[src/rtl/etc_pkg.sv]
// Shared types and op encodings for the extended-tensor-core tile sequencer.
package etc_pkg;

   localparam int unsigned EtcW = 16;

   typedef logic [3:0][3:0][EtcW-1:0] tile_t;

   // Combine ops, cmd_op[2:0]; any code above CombMin selects AND.
   localparam logic [2:0] CombMul  = 3'b000;
   localparam logic [2:0] CombPlus = 3'b001;
   localparam logic [2:0] CombL2   = 3'b010;
   localparam logic [2:0] CombMax  = 3'b011;
   localparam logic [2:0] CombMin  = 3'b100;
   localparam logic [2:0] CombAnd  = 3'b101;

   // Reduce ops, cmd_op[4:3].
   localparam logic [1:0] RedPlus = 2'b00;
   localparam logic [1:0] RedMin  = 2'b01;
   localparam logic [1:0] RedMax  = 2'b10;
   localparam logic [1:0] RedOr   = 2'b11;

   typedef enum logic [1:0] {StIdle, StRun, StDrain, StDone} state_t;

   // Reduce identity is either all zeros or all ones; only min needs all ones.
   function automatic logic identityOnes(input logic [1:0] rop);
      return rop == RedMin;
   endfunction

endpackage

[src/rtl/etc_reduce_tile.sv]
// Lane-wise 16-element reduce of a partial tile into the accumulator tile.
module etc_reduce_tile
   import etc_pkg::*;
#(
   parameter int unsigned W = 16
) (
   input  logic [16*W-1:0] acc,
   input  logic [16*W-1:0] tileIn,
   input  logic [1:0]      rop,
   output logic [16*W-1:0] res
);

   logic [W-1:0] a;
   logic [W-1:0] b;

   // Apply the reduce op independently to each of the 16 lanes, unsigned.
   always_comb begin
      res = '0;
      a   = '0;
      b   = '0;
      for (int l = 0; l < 16; l++) begin
         a = acc[l*W +: W];
         b = tileIn[l*W +: W];
         unique case (rop)
            RedPlus: res[l*W +: W] = a + b;
            RedMin:  res[l*W +: W] = (b < a) ? b : a;
            RedMax:  res[l*W +: W] = (b > a) ? b : a;
            RedOr:   res[l*W +: W] = a | b;
            default: res[l*W +: W] = a;
         endcase
      end
   end

endmodule

[src/rtl/etc_tile_sequencer.sv]
// Drives one 4x4 semiring MMA core through a K-loop of A/B tile pairs and
// folds the partial results into a single accumulated output tile.
module etc_tile_sequencer
   import etc_pkg::*;
#(
   parameter int unsigned W        = 16,
   parameter int unsigned KW       = 8,
   parameter int unsigned CORE_LAT = 2
) (
   input  logic              clk,
   input  logic              rst,
   input  logic              cmd_valid,
   output logic              cmd_ready,
   input  logic [4:0]        cmd_op,
   input  logic [KW-1:0]     cmd_ktiles,
   input  logic              tile_valid,
   output logic              tile_ready,
   input  logic [16*W-1:0]   tile_a,
   input  logic [16*W-1:0]   tile_b,
   output logic [4:0]        core_op,
   output logic [16*W-1:0]   core_inA,
   output logic [16*W-1:0]   core_inB,
   input  logic [16*W-1:0]   core_out,
   output logic              res_valid,
   input  logic              res_ready,
   output logic [16*W-1:0]   res_data,
   output logic              busy
);

   state_t                state;
   logic [KW-1:0]         ktiles;
   logic [KW-1:0]         issued;
   logic [KW-1:0]         captured;
   logic [CORE_LAT-1:0]   validPipe;
   logic [16*W-1:0]       reduced;
   logic                  tileFire;
   logic                  cmdFire;
   logic                  capture;

   assign core_inA = tile_a;
   assign core_inB = tile_b;
   assign tileFire = tile_valid & tile_ready;
   assign cmdFire  = cmd_valid & cmd_ready;
   // Pipe output marks the cycle the matching core result is sampleable.
   assign capture  = validPipe[CORE_LAT-1];

   etc_reduce_tile #(
      .W(W)
   ) uReduce (
      .acc    (res_data),
      .tileIn (core_out),
      .rop    (core_op[4:3]),
      .res    (reduced)
   );

   // FSM, issue/capture counters, valid pipe and accumulator.
   always_ff @(posedge clk) begin
      if (rst) begin
         state      <= StIdle;
         cmd_ready  <= 1'b1;
         tile_ready <= 1'b0;
         res_valid  <= 1'b0;
         busy       <= 1'b0;
         res_data   <= '0;
         core_op    <= '0;
         ktiles     <= '0;
         issued     <= '0;
         captured   <= '0;
         validPipe  <= '0;
      end else begin
         validPipe[0] <= tileFire;
         for (int i = 1; i < CORE_LAT; i++) begin
            validPipe[i] <= validPipe[i-1];
         end

         if (capture) begin
            res_data <= reduced;
            captured <= captured + 1'b1;
         end

         unique case (state)
            StIdle: begin
               if (cmdFire) begin
                  core_op   <= cmd_op;
                  ktiles    <= cmd_ktiles;
                  issued    <= '0;
                  captured  <= '0;
                  res_data  <= {(16*W){identityOnes(cmd_op[4:3])}};
                  cmd_ready <= 1'b0;
                  busy      <= 1'b1;
                  if (cmd_ktiles == '0) begin
                     state     <= StDone;
                     res_valid <= 1'b1;
                  end else begin
                     state      <= StRun;
                     tile_ready <= 1'b1;
                  end
               end
            end
            StRun: begin
               if (tileFire) begin
                  issued <= issued + 1'b1;
                  if (issued == ktiles - 1'b1) begin
                     tile_ready <= 1'b0;
                     state      <= StDrain;
                  end
               end
            end
            StDrain: begin
               if (captured == ktiles) begin
                  state     <= StDone;
                  res_valid <= 1'b1;
               end
            end
            StDone: begin
               if (res_ready) begin
                  state     <= StIdle;
                  res_valid <= 1'b0;
                  cmd_ready <= 1'b1;
                  busy      <= 1'b0;
               end
            end
            default: state <= StIdle;
         endcase
      end
   end

endmodule
[config.mk]
export PLATFORM = sky130hd
export DESIGN_NAME = etc_tile_sequencer
export DESIGN_NICKNAME = d
export VERILOG_FILES = /design/src/rtl/etc_pkg.sv /design/src/rtl/etc_reduce_tile.sv /design/src/rtl/etc_tile_sequencer.sv
export SDC_FILE = /design/constraint.sdc
export NUM_CORES = 2
export LEC_CHECK = 0
export ABC_AREA = 1
export BUFFER_PORTS_ARGS = -buffer_cell sky130_fd_sc_hd__buf_2
export CAP_MARGIN = 20
export CORE_AREA = 2 2 610 612
export CTS_BUF_LIST = sky130_fd_sc_hd__clkbuf_8
export DETAILED_ROUTE_END_ITERATION = 16
export DIE_AREA = 0 0 612 614
export GPL_TIMING_DRIVEN = 0
export SLEW_MARGIN = 20
export SYNTH_ARGS = -nofsm -noshare
export SYNTH_HDL_FRONTEND = slang
export SYNTH_HIERARCHICAL = 1
export SYNTH_SLANG_ARGS = --single-unit
[constraint.sdc]
create_clock -name clk -period 2.75 [get_ports clk]
set_input_delay 0.275 -clock clk [delete_from_list [all_inputs] [get_ports clk]]
set_output_delay 0.275 -clock clk [all_outputs]
set_load 0.1 [all_outputs]
# After elaboration in Yosys (flattened, before gate mapping)
# Index checks and enable logic that the tools add are counted.
# W data, S select, Z words.
[word_totals]
register_bits = 293
output_inout_bits = 777
word_cells = 187
[classes]
reduce_logical = 12
order_cmp = 32
n_eq_ne = 16
muxes = 79
bitwise = 18
n_addsub = 19
[ops]
columns = ["op", "count"]
rows = [
  ["$pmux W16 S4", 16],
  ["$mux W256", 3],
  ["$mux W16", 32],
  ["$add A16 B16 Y16", 16],
  ["$gt A16 B16 Y1", 16],
  ["$lt A16 B16 Y1", 16],
  ["$or A16 B16 Y16", 16],
  ["$mux W8", 5],
  ["$add A8 B1 Y8 const B", 2],
  ["$eq A8 B8 Y1", 2],
  ["$pmux W8 S2", 1],
  ["$reduce_and A5 Y1", 3],
  ["$ne A2 B2 Y1 const B", 7],
  ["$mux W2", 6],
  ["$mux W1", 11],
  ["$eq A2 B2 Y1 const B", 4],
  ["$logic_not A8 Y1", 1],
  ["$pmux W2 S4", 1],
  ["$sub A8 B1 Y8 const B", 1],
  ["$eq A2 B1 Y1 const B", 3],
  ["$pmux W1 S2", 3],
  ["$reduce_and A3 Y1", 2],
  ["$logic_not A2 Y1", 2],
  ["$reduce_bool A2 Y1", 2],
  ["other kinds (4)", 5],
]

# Longest topological paths before layout
[logic_depth]
depth_word = 6
mapped_depth = 19
ltp_nobuf = 18

# By module
# Netlist, hierarchy kept.
[modules_own_cells]
columns = ["mod", "area_each_um2", "n_inst", "cells_each", "seq_area_each_um2"]
rows = [
  ["etc_reduce_tile", 37333.3, 1, 6748, 0.0],
  ["etc_tile_sequencer", 15788.9, 1, 1669, 5865.6],
]

# Least setup slack after synthesis
# Ideal clock, no wire load.
[synth_timing]
path_kind = "register to register"
from = "register res_data[252]"
to = "register res_data[251]"
n_path_buf = 2
required_time_ps = 2618
arrival_ps = 2946
path_stages_with_launch = 14
synth_period_minus_slack_ps = 3078
path_slack_ps = -328
path_cell_list = "dfxtp_1 inv_1 ha_1 or2_4 nor3_4 nand2_2 buf_6 buf_6 a21oi_2 nor2_1 nor2_1 nand3_1 mux2i_1 o21ai_0"
[synth_via]
elab_chain_len = 6
elab_cells_between_ends = 8
[synth_lines]
columns = ["element", "line", "rtl"]
rows = [
  ["from (decl)", "etc_tile_sequencer.sv:26", "output logic [16*W-1:0] res_data,"],
  ["from (signal assigned)", "etc_tile_sequencer.sv:77", "res_data <= reduced;"],
  ["from (signal assigned)", "etc_tile_sequencer.sv:88", "res_data <= {(16*W){identityOnes(cmd_op[4:3])}};"],
  ["$gt A16 B16 Y1 or $lt A16 B16 Y1 (tied branches)", "etc_reduce_tile.sv:27, etc_reduce_tile.sv:26", ""],
  ["$mux W16 (on tied branches)", "etc_reduce_tile.sv:27, etc_reduce_tile.sv:26", ""],
  ["$pmux W16 S4 *", "etc_reduce_tile.sv:24", "unique case (rop)"],
  ["via reduced[251]", "etc_tile_sequencer.sv:35", "logic [16*W-1:0] reduced;"],
  ["$mux W256 *", "etc_tile_sequencer.sv:76", "if (capture) begin"],
  ["$mux W256", "etc_tile_sequencer.sv:83", "if (cmdFire) begin"],
  ["$mux W256 *", "etc_tile_sequencer.sv:81", "unique case (state)"],
]
# The timed path passes the listed nets; every way through them passes the cells marked *.
# A chain may end at the register's enable or synchronous reset.

# Worst setup path in the final report
[layout_timing]
from = "register res_data[11]"
to = "register res_data[3]"
# The elaborated chain is that of the path after synthesis.

==> summary.txt <==
Placement
  • PortBufs: 1049
  • Post-DP HPWL: 291.5 mm
  • DP Cell Count: 14470
  • Gpl congestion: 1.007
  • Placed cell area: 0.06570 mm^2

Floorplan
  • Top Ports: 1563
  • Site Rows: 224
  • Die Y: 614 um
  • Placeable Area: approximately 0.37 mm^2
  • Starting Density: between 10% and 20%
  • Die Wd: 612 um
  • Total die area: 0.3758 mm^2

STA
  • Unrepaired setup endpoints after global routing: yes
  • Worst Tran Pin Value: roughly 1.0 ns
  • Max Transition Viols Final: 0
  • Max Clk Rate: 0.3738 GHz
  • Final min period: about 2.7 ns
  • Layout Skew: 0.1153 ns
  • Final Setup Violations: 0
  • Tcrit/Tclk final: 97.28%
  • Final Hold Fails: 0
  • Max transition margin: 30.21%

Finish
  • Final cell count without fillers: around 15000
  • Nets: ~11000
  • Layout cells sized above 1: ~29%
  • Most frequent cells in the layout: nand2_1, nand3_1, buf_2, inv_1, nor2_1
  • Relative area change from synthesis to final layout: 36.34%
  • Commonest non-fill, non-tap cell in the layout: nand2_1
  • Fin area: ~0.072 mm^2
  • Post-layout util: 19.56%

Synth
  • Post-synth EDFFs: 0
  • Asr flop ratio synth: 0%
  • Yosys reg bits: 293
  • Synth area leaders: ha_1, nand3_1, dfxtp_1
  • Mean Syn Cell Area: 6.311 um^2
  • Syn Inst Count: 8417
  • Sequential fraction of the synthesis area: about 11%
  • Synth unique cells: 46
  • Ys Warns: 6
  • Post-synthesis net count: about 10000
  • Area share of the largest cell type after synthesis: between 10% and 20%
  • Area leader, netlist: ha_1
  • Synth Flop Type: dfxtp_1
  • Post-Syn Area: ~0.053 mm^2

Detailed routing
  • Via density: 4.262
  • Final routed DRC violation total: 0
  • Initial DRC Count: 6482
  • Final ANT Viol Nets: 0
  • Vias: 64020
  • WL final: ~360 mm
  • Routed length per instance: 23.64 um
  • DR pass1 iterations: 6

Global routing
  • Vias in the first global route: 58980
  • Overflow left after global routing: 0
  • First-pass GRT wire length: 471.0 mm
  • GRT Total Usage: 17.86%
  • Antenna violations before repair: approximately 160
  • Pin count of the biggest net entering global routing: 17

Pwr
  • P_leak: ~35 nW
  • PD cells: 633.3 mW/mm^2
  • Worst vdd ir: roughly 0.37 mV

Worst setup path
  • Reg2reg setup slack: 0.07 ns
  • Reg-to-Reg End: res_data[3]$_SDFF_PP0_
  • WP data required: 3.53 ns
  • Critical path endpoint category: register
  • Worst EP arrival: between 3 and 4 ns
  • Worst path max stage delay: around 0.40 ns
  • WS Path Type: reg -> reg
  • Critical Path Sink: res_data[3]$_SDFF_PP0_
  • CP Launch Point: res_data[11]$_SDFF_PP0_
  • RR Startpoint: res_data[11]$_SDFF_PP0_
  • CP max-delay cell: ha_2
  • Max Fanout on Critical Path: 6
  • Reg2Reg Depth: 16
  • Worst-path cell chain: inv_1 > ha_2 > inv_1 > a21oi_1 > nand2_1 > a21oi_4 > buf_6 > buf_4 > buf_4 > nand3_1 > nand2_1 > nor2_1 > nor2_1 > nand3_1 > mux2i_1 > o21ai_0
  • CP startpoint kind: register

Worst hold path
  • Min-delay worst type: in -> reg
  • Hold path depth: 7

CTS
  • Clock sink count: 293
  • CTS tree: done
  • Root Buffer: clkbuf_8
  • Clock transition at path regs: 0.06 ns
  • CTS Buf Count: between 80 and 90
  • Clock Latency Late Sink: 0.97 ns
  • H-tree levels: 3
  • Clock Tree Buf Depth: 4

Flow run
  • Max-cap violations: 0

Outcome
  • Status: complete, no violations
[state kept, by name (all words and copies together) (netlist names)]
signal and cells:
captured 8, res_data 256, validPipe 2, core_op 5, cmd_ready 1, res_valid 1
ktiles 8, state 2, tile_ready 1, issued 8, busy 1
[metrics by stage]
stage	setup TNS, ns	power, mW	worst slack (ns)	hold slack [ns]
finish	0	45.87	0.07489	0.1261
global route	-0.6545	48.75	-0.06618	0.09559
CTS	0	45.32	0.003602	0.001929
detailed placement	-133.81	37.08	-0.8771	0.4358
global placement	-520.30	36.48	-3.554	0.4428
floorplan	0	27.07	0.04148	0.3883
[per-layer routing]
| layer | wire (um) | vias to the layer above | share of wire (%) | global-route usage (%) |
|---|---|---|---|---|
| met5 | 317 | - | 0.089 | 0 |
| met4 | 26670 | 50 | 7.5 | 11.55 |
| met3 | 31400 | 762 | 8.8 | 4.684 |
| met2 | 162500 | 3338 | 46 | 29.36 |
| met1 | 134300 | 29660 | 38 | 20.44 |
| li1 | - | 30210 | - | - |
[cell usage after synthesis, types with 3 or more instances]
| cell type | number |
|---|---|
| nand2_2 | 36 |
| mux2i_1 | 254 |
| or2_1 | 3 |
| a21boi_0 | 3 |
| nor2_1 | 919 |
| xnor2_1 | 8 |
| a21oi_2 | 40 |
| nand2_1 | 1385 |
| inv_1 | 903 |
| a21oi_4 | 3 |
| nand4_1 | 65 |
| o21ai_1 | 11 |
| nor3_4 | 6 |
| or2_4 | 3 |
| fa_1 | 16 |
| buf_6 | 54 |
| nand3_1 | 1372 |
| nand4_2 | 12 |
| a21o_1 | 65 |
| clkbuf_1 | 155 |
| buf_2 | 131 |
| nor3_1 | 16 |
| nand3b_1 | 18 |
| nor3_2 | 15 |
| nand4_4 | 4 |
| nand2_4 | 10 |
| o21bai_1 | 53 |
| or2_2 | 50 |
| a21oi_1 | 607 |
| o21ai_0 | 353 |
| o21ai_2 | 100 |
| inv_2 | 18 |
| clkbuf_2 | 10 |
| xor2_1 | 76 |
| ha_1 | 760 |
| nor2_2 | 17 |
| buf_4 | 565 |
| dfxtp_1 | 293 |
[power by group]
| part | total [mW] | switching (mW) | leakage, nW | internal [mW] |
|---|---|---|---|---|
| clock network | 7.38 | 3.18 | 1.03 | 4.20 |
| registers | 6.08 | 1.02 | 2.50 | 5.06 |
| logic | 32.4 | 23.5 | 31.8 | 8.88 |
[layout make-up]
type                            count  area (um^2)
Fill cell                       42050       297800
Multi-Input combinational cell   6287        38620
Timing Repair Buffer             1426         9256
Buffer                            902         6601
Tap cell                         4972         6221
Sequential cell                   293         6212
Inverter                          921         3460
Clock buffer                      109         1500
Clock inverter                     42        380.4
Antenna cell                       69        172.7
[what timing repair did]
item,CTS,global route
pin swaps,8,43
hold endpoints to repair,267,0
setup buffers,18,59
hold buffers,269,0
gates resized for setup,71,406
setup endpoints to repair,256,239
[critical path: cells and delay by family (launching register included)]
kind | cells | cell delay, ns
simple gates | 6 | 0.48
buf+inv | 5 | 0.62
mux | 1 | 0.12
fa+ha+maj | 1 | 0.40
compound gates | 3 | 0.58
flops | 1 | 0.37
[how the worst min path moves through the flow]
stage | start | end | slack, ns
after floorplan | validPipe[0]$_SDFF_PP0_ | validPipe[1]$_SDFF_PP0_ | 0.39
after global routing | core_out[53] | res_data[53]$_SDFF_PP0_ | 0.1
after CTS | core_out[53] | res_data[53]$_SDFF_PP0_ | 0.002
after detailed placement | validPipe[0]$_SDFF_PP0_ | validPipe[1]$_SDFF_PP0_ | 0.44
after global placement | validPipe[0]$_SDFF_PP0_ | validPipe[1]$_SDFF_PP0_ | 0.44
final | core_out[27] | res_data[27]$_SDFF_PP0_ | 0.13
[cell families after synthesis]
group / Yosys count / synth area share, %
muxes: 254 / 4.786
adders and majority gates: 776 / 18.50
DFF: 293 / 11.04
buffers and inverters: 1837 / 18.07
and+or+nand+nor: 3936 / 32.93
AOI/OAI and AO/OA: 1237 / 13.29
xor gates and xnor gates: 84 / 1.385
No activity file was read; power rests on OpenSTA's default activity.
